### src/rtl/branch_resolve_ctrl.sv
// branch_resolve_ctrl: queues decoded branches with predictions, resolves them in order, drives predictor update, redirect and flush
module branch_resolve_ctrl #(
  parameter int DEPTH = 4,
  parameter int FLUSH_CYCLES = 2,
  parameter logic [31:0] PC_INC = 32'd1
) (
  input  logic        clk,
  input  logic        rst_n,
  input  logic        d_is_branch,
  input  logic [31:0] d_pc,
  input  logic        d_pred_taken,
  input  logic [31:0] d_pred_addr,
  input  logic        x_resolve,
  input  logic        x_taken,
  input  logic [31:0] x_target,
  output logic        stall_d,
  output logic        upd_valid,
  output logic [31:0] upd_pc,
  output logic [31:0] upd_target,
  output logic        upd_taken,
  output logic        upd_hit,
  output logic        redirect_valid,
  output logic [31:0] redirect_pc,
  output logic        flush,
  output logic        err_underflow
);
  localparam int AW = $clog2(DEPTH);
  localparam int CW = $clog2(FLUSH_CYCLES + 1);
  typedef enum logic {RUN, FLUSH} state_t;
  state_t state, state_nx;
  logic [CW-1:0] fcnt, fcnt_nx;
  logic [AW:0] rd, wr, cnt;
  logic [31:0] q_pc [DEPTH];
  logic [31:0] q_pa [DEPTH];
  logic [DEPTH-1:0] q_pt;
  logic run, push, pop, mis;
  logic [31:0] h_pc, h_pa, fix_pc;
  logic h_pt;
  assign stall_d = cnt == (AW+1)'(DEPTH);
  assign flush = state == FLUSH;
  always_comb begin
    run = state == RUN;
    push = run && d_is_branch && !stall_d;
    pop = run && x_resolve && cnt != '0;
    h_pc = q_pc[rd[AW-1:0]];
    h_pa = q_pa[rd[AW-1:0]];
    h_pt = q_pt[rd[AW-1:0]];
    mis = (x_taken != h_pt) || (x_taken && x_target != h_pa);
    fix_pc = x_taken ? x_target : h_pc + PC_INC;
    state_nx = (pop && mis) ? FLUSH : (!run && fcnt == CW'(1)) ? RUN : state;
    fcnt_nx = (pop && mis) ? CW'(FLUSH_CYCLES) : run ? fcnt : fcnt - CW'(1);
  end
  always_ff @(posedge clk or negedge rst_n) begin
    if (!rst_n) begin
      state <= RUN;
      fcnt <= '0;
    end else begin
      state <= state_nx;
      fcnt <= fcnt_nx;
    end
  end
  always_ff @(posedge clk) begin
    if (push) begin
      q_pc[wr[AW-1:0]] <= d_pc;
      q_pa[wr[AW-1:0]] <= d_pred_addr;
      q_pt[wr[AW-1:0]] <= d_pred_taken;
    end
  end
  always_ff @(posedge clk or negedge rst_n) begin
    if (!rst_n) begin
      rd <= '0;
      wr <= '0;
      cnt <= '0;
      upd_valid <= 1'b0;
      upd_pc <= '0;
      upd_target <= '0;
      upd_taken <= 1'b0;
      upd_hit <= 1'b0;
      redirect_valid <= 1'b0;
      redirect_pc <= '0;
      err_underflow <= 1'b0;
    end else begin
      upd_valid <= pop;
      upd_hit <= pop && !mis;
      redirect_valid <= pop && mis;
      err_underflow <= err_underflow || (run && x_resolve && cnt == '0);
      if (pop) begin
        upd_pc <= h_pc;
        upd_target <= x_target;
        upd_taken <= x_taken;
      end
      if (pop && mis) begin
        redirect_pc <= fix_pc;
        rd <= '0;
        wr <= '0;
        cnt <= '0;
      end else begin
        rd <= rd + (AW+1)'(pop);
        wr <= wr + (AW+1)'(push);
        cnt <= cnt + (AW+1)'(push) - (AW+1)'(pop);
      end
    end
  end
endmodule

### config.mk
export PLATFORM = sky130hd
export DESIGN_NAME = branch_resolve_ctrl
export DESIGN_NICKNAME = d
export VERILOG_FILES = /design/src/rtl/branch_resolve_ctrl.sv
export SDC_FILE = /design/constraint.sdc
export NUM_CORES = 1
export LEC_CHECK = 0
export CORE_MARGIN = 2
export CORE_UTILIZATION = 59
export CTS_CLUSTER_SIZE = 40
export DETAILED_ROUTE_END_ITERATION = 8
export GPL_TIMING_DRIVEN = 0
export PLACE_DENSITY = 0.85
export SYNTH_ARGS = -nofsm -noshare
export SYNTH_HDL_FRONTEND = slang
export SYNTH_SLANG_ARGS = --single-unit
### constraint.sdc
create_clock -name clk -period 10.7 [get_ports clk]
set_input_delay 2.675 -clock clk [delete_from_list [all_inputs] [get_ports clk]]
set_output_delay 2.675 -clock clk [all_outputs]
set_load 0.1 [all_outputs]
==> out/summary.txt <==
Fin crit share = 51.95%
Post-synthesis instance total = 844
Std-Cell Rows = 58
FFs w/ async S/R, synth = 29.92%
R2R cell count = 12
Worst min-delay path category = reg -> reg
CORE AREA = 25180 um2
Cell Area, Synth = 15160 um2
Crit-path max FO = 12
WS Path Type = in -> reg
Root buffer cell = clkbuf_16
Post-synth top cells = edfxtp_1 (260), dfrtp_1 (111), mux2_2 (84), mux4_2 (56), nand2_1 (43)
Die Wd = 164.3 um
Register area = 10590 um2
Via/cell ratio = 6.140
Fill count = 1408
Setup crit start kind = primary input
Final HPWL DP = 26.93 mm
Register area share after synthesis = 69.81%
Port Buffers = 204
Routed WL per cell = 26.28 um
Dominant synthesized flop cell = edfxtp_1
Vias after detailed routing = 9007
Drt drc = 0
Mapped Nets = 953
Final hold vios = 0
Clock sinks = 371
Final slew viol count = 0
# IOs = 205
Post-synth top area share = 51.49%
GPL Wtd Cong = 0.8825
Tightest Pin Transition = 1.128 ns
Vias in the first global route = 9346
Final setup fails = 0
CP startpoint = x_resolve
# Post-CTS Setup Buffers = 0
Finished Layout Cells = 1467
CTS max path bufs = 3
WL final = 38.55 mm
CTS buffer count = 38
RSZ-0062 raised after global routing = no
Final min period = 5.559 ns
Arrival @ worst endpoint = 5.92 ns
Gr ovfl total = 0
TritonCTS clock tree = built
EDFF count, synth = 260
Layout cells sized above 1 = 22.71%
Die H = 164.3 um
Max-cap violations = 0
Synthesis-stage register bit count = 371
Distinct cell type count of the synthesized netlist = 54
First-pass GRT wire length = 56.73 mm
Clock Skew = 0.01567 ns
Area grow syn2layout = 26.06%
Placed Cells = 1396
Area of the multi-input gates = 4289 um2
Final ANT Viol Nets = 0
Pre-CTS setup slack = 4.696 ns
Post-CTS resize count = 0
Syn Area/Cell = 17.97 um2
Worst r2r src = rd[1]
Pre-Repair DR Iteration Count = 5
Drt first-iter violations = 1075
Final Util = 75.91%
Initial Util = 60.22%
Synth area leaders = edfxtp_1 (51%), dfrtp_1 (18%), mux4_2 (8.3%)
Initial antenna violation count = 0
Most frequent cell after synthesis = edfxtp_1
Largest net degree at the start of global routing = 93
Yosys warning count = 0
Worst-skew pair later-pin latency = 0.52 ns
Worst R2R End = redirect_pc[28]
Fmax = 179.9 MHz
Clk pin slew, worst setup/hold paths = 0.06 ns
Biggest area consumer among synthesized cells = edfxtp_1
GRT Util Overall = 29.16%
Critical Path RT = 11.06 ns
R2R setup slack = 6.87 ns
Max_slew headroom = 24.82%
Die area = 27000 um2
Status = finished, final reports clean
Hold EP = err_underflow
Final worst slack = 5.141 ns
Final nets = 1215
Cts hold-fix bufs = 0
Worst Hold Depth = 1
Worst Setup End Kind = flip-flop
Min-delay src = err_underflow
H-tree Lvls = 2
-- worst max path at each step --
stage                        endpoint  slack [ns]  depth (start not counted)
after floorplan            q_pa[1][0]        2.16                          2
final                          cnt[2]        5.14                         12
after CTS                      cnt[2]        5.21                         12
after detailed placement       cnt[2]        4.70                         12
after global routing           cnt[2]        5.01                         12
after global placement    q_pa[1][24]       -1.98                          3
-- through the flow --
step | instance area (um2) | hold WS [ns] | TNS, ns
floorplan | 15160 | 0.5168 | 0
global placement | 17620 | 0.4699 | -215.44
detailed placement | 17890 | 0.4701 | 0
CTS | 19110 | 0.4824 | 0
global route | 19110 | 0.5027 | 0
finish | 19110 | 0.4771 | 0
-- worst max-delay path, stage by stage --
cell and delay (ns):
clkdlybuf4s50_1 0.48, nor3b_1 0.31, clkbuf_1 0.51, clkbuf_1 0.62, ha_1 0.35, inv_1 0.06
ha_1 0.14, inv_1 0.05, fa_1 0.37, xor2_1 0.18, xnor2_1 0.14, a31oi_1 0.05
-- cell families (layout without fill, tap and decap cells) --
logic type	Yosys count	in the layout	synth area share, %
multiplexers	171	171	16.96
flip-flops	371	371	69.81
AND/OR/NAND/NOR	123	123	4.324
buffers and inverters	50	342	2.055
XOR/XNOR	68	68	3.928
adder cells (fa/ha/maj)	7	7	0.6271
other	0	1	0
AO/OA/AOI/OAI	54	54	2.302
-- registers in the layout, summed over array words and instances, names as in the netlist, 2 cells and up --
register     cells
wr               2
rd               2
redirect_pc     32
cnt              3
fcnt             2
q_pt             4
q_pa           128
q_pc           128
upd_pc          32
upd_target      32
-- per-layer routing --
layer / track usage [%] / up-vias / routed length [um]
li1: - / 3789 / -
met1: 40.09 / 4602 / 14850
met2: 47.32 / 547 / 19050
met3: 6.540 / 69 / 3753
met4: 8.772 / 0 / 899
met5: 0 / - / 0
-- area by class of cell --
cell class	instances	area share, %
plain buffers	38	1.394
repair buffers	222	11.97
flip-flops and latches	371	55.38
multi-input cells	423	22.44
diodes	1	0.01309
well taps	330	2.160
clock buffers	59	5.983
clock inverters	11	0.4255
inverters	12	0.2356
-- layout by cell type, fill, tap and decap left out, types with 27 or more instances in the layout --
cell type / n
edfxtp_1: 260
clkdlybuf4s50_1: 203
dfrtp_1: 111
mux2_2: 84
mux4_2: 56
nand2_1: 43
xnor2_1: 41
clkbuf_16: 41
clkbuf_1: 31
o21ai_0: 30
xor2_1: 27
Power is not shown: default switching activity piles up to over one toggle a cycle in this logic, so the estimate is an artifact.
